**src/rtl/mem_line_sequencer.sv**
```systemverilog
// Cache-side initiator for the line-wide slow-memory interface: runs an optional
// dirty-line write-back, then an optional refill, with a per-phase timeout.
module mem_line_sequencer #(
    parameter int ADDR_W  = 28,
    parameter int LINE_W  = 128,
    parameter int TIMEOUT = 255,
    parameter int CNT_W   = 8
) (
    input  logic              clk,
    input  logic              rst,
    input  logic              req_valid,
    output logic              req_ready,
    input  logic              req_wb,
    input  logic [ADDR_W-1:0] req_wb_addr,
    input  logic [LINE_W-1:0] req_wb_data,
    input  logic              req_fill,
    input  logic [ADDR_W-1:0] req_fill_addr,
    output logic              resp_valid,
    output logic [LINE_W-1:0] resp_data,
    output logic              resp_err,
    output logic              mem_read,
    output logic              mem_write,
    output logic [ADDR_W-1:0] mem_addr,
    output logic [LINE_W-1:0] mem_wdata,
    input  logic [LINE_W-1:0] mem_rdata,
    input  logic              mem_ready
);

    typedef enum logic [2:0] {IDLE, WB, GAP, FILL, DONE} state_t;

    state_t            state_q;
    logic              fill_pend_q;
    logic [ADDR_W-1:0] fill_addr_q;
    logic [CNT_W-1:0]  cnt_q;
    logic              mem_read_q;
    logic              mem_write_q;
    logic [ADDR_W-1:0] mem_addr_q;
    logic [LINE_W-1:0] mem_wdata_q;
    logic              resp_valid_q;
    logic              resp_err_q;
    logic [LINE_W-1:0] resp_data_q;

    logic [CNT_W-1:0]  cnt_d;
    logic              timeout_d;

    // The wait counter aborts on the edge where it would reach TIMEOUT; a
    // mem_ready on that same edge still wins because it is tested first.
    assign cnt_d     = cnt_q + CNT_W'(1);
    assign timeout_d = (cnt_d == CNT_W'(TIMEOUT));

    assign req_ready  = (state_q == IDLE);
    assign resp_valid = resp_valid_q;
    assign resp_err   = resp_err_q;
    assign resp_data  = resp_data_q;
    assign mem_read   = mem_read_q;
    assign mem_write  = mem_write_q;
    assign mem_addr   = mem_addr_q;
    assign mem_wdata  = mem_wdata_q;

    always_ff @(posedge clk or posedge rst) begin
        if (rst) begin
            state_q      <= IDLE;
            fill_pend_q  <= 1'b0;
            fill_addr_q  <= '0;
            cnt_q        <= '0;
            mem_read_q   <= 1'b0;
            mem_write_q  <= 1'b0;
            mem_addr_q   <= '0;
            mem_wdata_q  <= '0;
            resp_valid_q <= 1'b0;
            resp_err_q   <= 1'b0;
            resp_data_q  <= '0;
        end else begin
            case (state_q)
                IDLE: begin
                    if (req_valid) begin
                        fill_pend_q <= req_fill;
                        fill_addr_q <= req_fill_addr;
                        cnt_q       <= '0;
                        if (req_wb) begin
                            state_q     <= WB;
                            mem_write_q <= 1'b1;
                            mem_addr_q  <= req_wb_addr;
                            mem_wdata_q <= req_wb_data;
                        end else if (req_fill) begin
                            state_q    <= FILL;
                            mem_read_q <= 1'b1;
                            mem_addr_q <= req_fill_addr;
                        end else begin
                            state_q      <= DONE;
                            resp_valid_q <= 1'b1;
                            resp_err_q   <= 1'b0;
                        end
                    end
                end
                WB: begin
                    if (mem_ready) begin
                        mem_write_q <= 1'b0;
                        if (fill_pend_q) begin
                            state_q <= GAP;
                        end else begin
                            state_q      <= DONE;
                            resp_valid_q <= 1'b1;
                            resp_err_q   <= 1'b0;
                        end
                    end else if (timeout_d) begin
                        // Abandon the write and any pending refill.
                        mem_write_q  <= 1'b0;
                        state_q      <= DONE;
                        resp_valid_q <= 1'b1;
                        resp_err_q   <= 1'b1;
                        resp_data_q  <= '0;
                    end else begin
                        cnt_q <= cnt_d;
                    end
                end
                GAP: begin
                    state_q    <= FILL;
                    mem_read_q <= 1'b1;
                    mem_addr_q <= fill_addr_q;
                    cnt_q      <= '0;
                end
                FILL: begin
                    if (mem_ready) begin
                        mem_read_q   <= 1'b0;
                        resp_data_q  <= mem_rdata;
                        state_q      <= DONE;
                        resp_valid_q <= 1'b1;
                        resp_err_q   <= 1'b0;
                    end else if (timeout_d) begin
                        mem_read_q   <= 1'b0;
                        state_q      <= DONE;
                        resp_valid_q <= 1'b1;
                        resp_err_q   <= 1'b1;
                        resp_data_q  <= '0;
                    end else begin
                        cnt_q <= cnt_d;
                    end
                end
                DONE: begin
                    state_q      <= IDLE;
                    resp_valid_q <= 1'b0;
                    resp_err_q   <= 1'b0;
                end
                default: begin
                    state_q <= IDLE;
                end
            endcase
        end
    end

endmodule
```
**config.mk**
```make
export PLATFORM = sky130hd
export DESIGN_NAME = mem_line_sequencer
export DESIGN_NICKNAME = d
export VERILOG_FILES = /design/src/rtl/mem_line_sequencer.sv
export SDC_FILE = /design/constraint.sdc
export NUM_CORES = 1
export LEC_CHECK = 0
export BUFFER_PORTS_ARGS = -buffer_cell sky130_fd_sc_hd__buf_4
export CAP_MARGIN = 20
export CORE_AREA = 2 2 233 235
export CTS_BUF_LIST = sky130_fd_sc_hd__clkbuf_4
export DETAILED_ROUTE_END_ITERATION = 7
export DIE_AREA = 0 0 235 237
export SLEW_MARGIN = 20
export SYNTH_ARGS = -nofsm -noshare
export SYNTH_HDL_FRONTEND = slang
export SYNTH_SLANG_ARGS = --single-unit
```
**constraint.sdc**
```tcl
create_clock -name clk -period 18 [get_ports clk]
set_input_delay 3.6 -clock clk [delete_from_list [all_inputs] [get_ports clk]]
set_output_delay 3.6 -clock clk [all_outputs]
set_load 0.02 [all_outputs]
```
==> results by group <==
Timing
  • Max_slew headroom: 31.0%
  • Fmax: 182 MHz
  • Slew Limit Fails: 0
  • Final Critical Period: 5.49 ns
  • Hold Fails Final Rpt: 0
  • RSZ-0062 raised after global routing: no
  • Slew @ Worst Pin: 1.03 ns
  • Setup TNS Final: 0 ns
  • Clock skew: 0.0825 ns
  • Period utilisation layout: 30.5%
  • Setup violators final: 0

Drt
  • Iteration-0 DRC Markers: 405
  • DRT Pass-1 Iters: 6
  • Vias post-DR: 10200
  • DR DRC count: 0
  • Routed wire length: 40.5 mm
  • Antenna-violating nets left: 0
  • DR vias/cell: 4.40
  • Post-DR wirelength/cell: 17.4 µm

CTS
  • Clock insertion delay at the later pin of the skew report: 0.81 ns
  • CTS resizes: 0
  • CTS root buf: clkbuf_4
  • CTS max path bufs: 3
  • Clock-pin slew on the worst setup and hold paths: 0.06 ns
  • Max H-tree Level: 3
  • Post-CTS Repair Setup Buffers: 0
  • Clock sinks: 328
  • Cts bufs inserted: 93
  • Hold_buf cts: 0
  • CTS tree: yes

Placement
  • IO Port Bufs: 606
  • Hpwl dp: 28.8 mm
  • GPL Wtd Cong: 0.774
  • Dpl cells: 2162
  • Post-Place Cell Area: 18000 µm²

Synthesis
  • Post-Synthesis Net Count: 1239
  • Top cell type's share of synthesized area: 64.0%
  • Post-Syn Instances: 919
  • Main flop type after synthesis: dfrtp_1
  • Synth area leaders: dfrtp_1 (64%), mux2_2 (14%), a22o_1 (8.7%), mux2i_1 (2.3%), a21oi_1 (1.4%)
  • Distinct cells, synth: 43
  • Synthesis Warnings: 0
  • Post-synthesis register bit count: 328
  • Fraction of registers with async set or reset after synthesis: 100%
  • Synth Area per Inst: 14.0 µm²
  • Yosys top cell by area: dfrtp_1
  • Post-synth EDFFs: 0
  • Synthesized cell area: 12800 µm²
  • Register area share after synthesis: 64.0%

Cells and area
  • Post-Layout Inst Area: 19200 µm²
  • Util after Layout: 35.9%
  • Synthesis-to-finish area growth: 49.2%
  • Fin cells: 2329
  • Fin nets: 1881
  • Share of cells above drive strength 1: 57.0%

Setup path
  • CP max FO: 10
  • Critical path class: reg -> out
  • Worst endpoint required time: 14.40 ns
  • Crit start category: flip-flop
  • Type of destination of the critical path: output pin
  • CP arrival: 1.89 ns

Floorplan
  • Core area: 53300 µm²
  • Full die area: 55700 µm²
  • Starting density of the core: 24.1%
  • Row count: 85
  • Die W: 235 µm
  • I/O Pins: 607
  • Die Y: 237 µm

Pwr
  • Leak: 9.62 nW
  • Worst VDD drop: 0.0000921 V
  • PwrDens: 181 nW/µm²

Global route
  • Largest net degree at the start of global routing: 127
  • Initial antenna violation count: 2
  • Number of global-route vias before repair: 10900
  • All-Layer GR Usage: 14.1%
  • Congestion Overflow GR: 0
  • First-pass GRT wire length: 62.1 mm

Hold path
  • Hold Crit Class: reg -> reg

Run status
  • Status: finished, final reports clean

Job
  • Max-Cap Viols: 0
-- state kept, by name (all words and copies together), names as in the netlist --
register     flops
mem_wdata      128
resp_data      128
fill_addr_q     28
mem_addr        28
cnt_q            8
state_q          3
fill_pend_q      1
mem_read         1
mem_write        1
resp_err         1
resp_valid       1
-- layer usage --
layer | track usage, % | up-vias | wire length, µm
li1 | - | 4689 | -
met1 | 15.7 | 5009 | 15600
met2 | 23.6 | 460 | 20200
met3 | 6.11 | 78 | 3640
met4 | 5.68 | 0 | 1110
met5 | 0 | - | 0
-- cell usage in the layout (no fill, tap or decap), types with 4 or more instances in the layout --
master	instances
nor2_1	38
mux2i_1	29
buf_4	616
clkinv_1	19
nand3_1	4
o21ai_0	35
a31oi_1	4
dfrtp_1	328
nand2_1	41
mux2_2	157
clkbuf_4	135
a22o_1	128
nor3_1	5
clkinv_2	4
inv_1	4
a21oi_1	35
-- kinds of logic (layout without fill, tap and decap cells) --
logic type / after synthesis / in the layout / synth area share (%)
adder cells (fa/ha/maj): 2 / 2 / 0.195
flip-flops: 328 / 328 / 64.0
multiplexers: 186 / 186 / 16.0
AO/OA/AOI/OAI: 223 / 223 / 13.0
XOR/XNOR: 1 / 1 / 0.0683
other: 0 / 2 / 0
buffers and inverters: 74 / 786 / 3.21
AND/OR/NAND/NOR: 105 / 105 / 3.51
-- cell usage after synthesis, drive strengths merged, types with 5 or more instances --
library cell,count
mux2,157
a21oi,35
a22o,128
dfrtp,328
o21ai,35
mux2i,29
inv,5
nand2,43
buf,39
nor2,39
nor3,7
clkbuf,30
-- worst max-delay path, cell delays in order, from the launching register on --
cell and delay (ns):
dfrtp_1 0.51, nor3_2 0.36, buf_4 0.22
-- power by group --
group          switching, mW  internal (mW)
clock network          0.325          0.360
logic                  0.791          0.716
registers              0.195           1.08
-- metrics by stage --
step / setup WS [ns] / hold WS [ns] / power, mW
6_report: 12.51 / 0.478 / 3.46
5_1_grt: 12.29 / 0.513 / 3.67
4_1_cts: 12.33 / 0.484 / 3.52
3_5_place_dp: 11.89 / 0.472 / 2.81
3_3_place_gp: 11.93 / 0.465 / 2.78
2_1_floorplan: 5.32 / 0.451 / 2.09
-- layout make-up --
class / instances / area [µm²]
Antenna cell: 2 / 5.00
Clock buffer: 135 / 1010
Clock inverter: 30 / 163
Fill cell: 5279 / 34100
Inverter: 5 / 26.3
Multi-Input combinational cell: 517 / 4240
Sequential cell: 328 / 8210
Tap cell: 696 / 871
Timing Repair Buffer: 616 / 4620
-- final timing paths --
check,end,start,slack (ns),cells after the start
worst max-delay path,req_ready,state_q[0]$_DFFE_PP0N_,12.51,2
worst min-delay path,mem_addr[3]$_DFFE_PP0P_,mem_addr[3]$_DFFE_PP0P_,0.48,2
worst max register to register,resp_data[105]$_DFFE_PP0P_,state_q[0]$_DFFE_PP0N_,14.95,5
worst min register to register,mem_addr[3]$_DFFE_PP0P_,mem_addr[3]$_DFFE_PP0P_,0.48,2
max in group asynchronous,resp_data[38]$_DFFE_PP0P_,rst,13.43,3
min in group asynchronous,mem_wdata[49]$_DFFE_PP0P_,rst,3.04,2
Note: power is estimated with default switching activity, not from simulation.
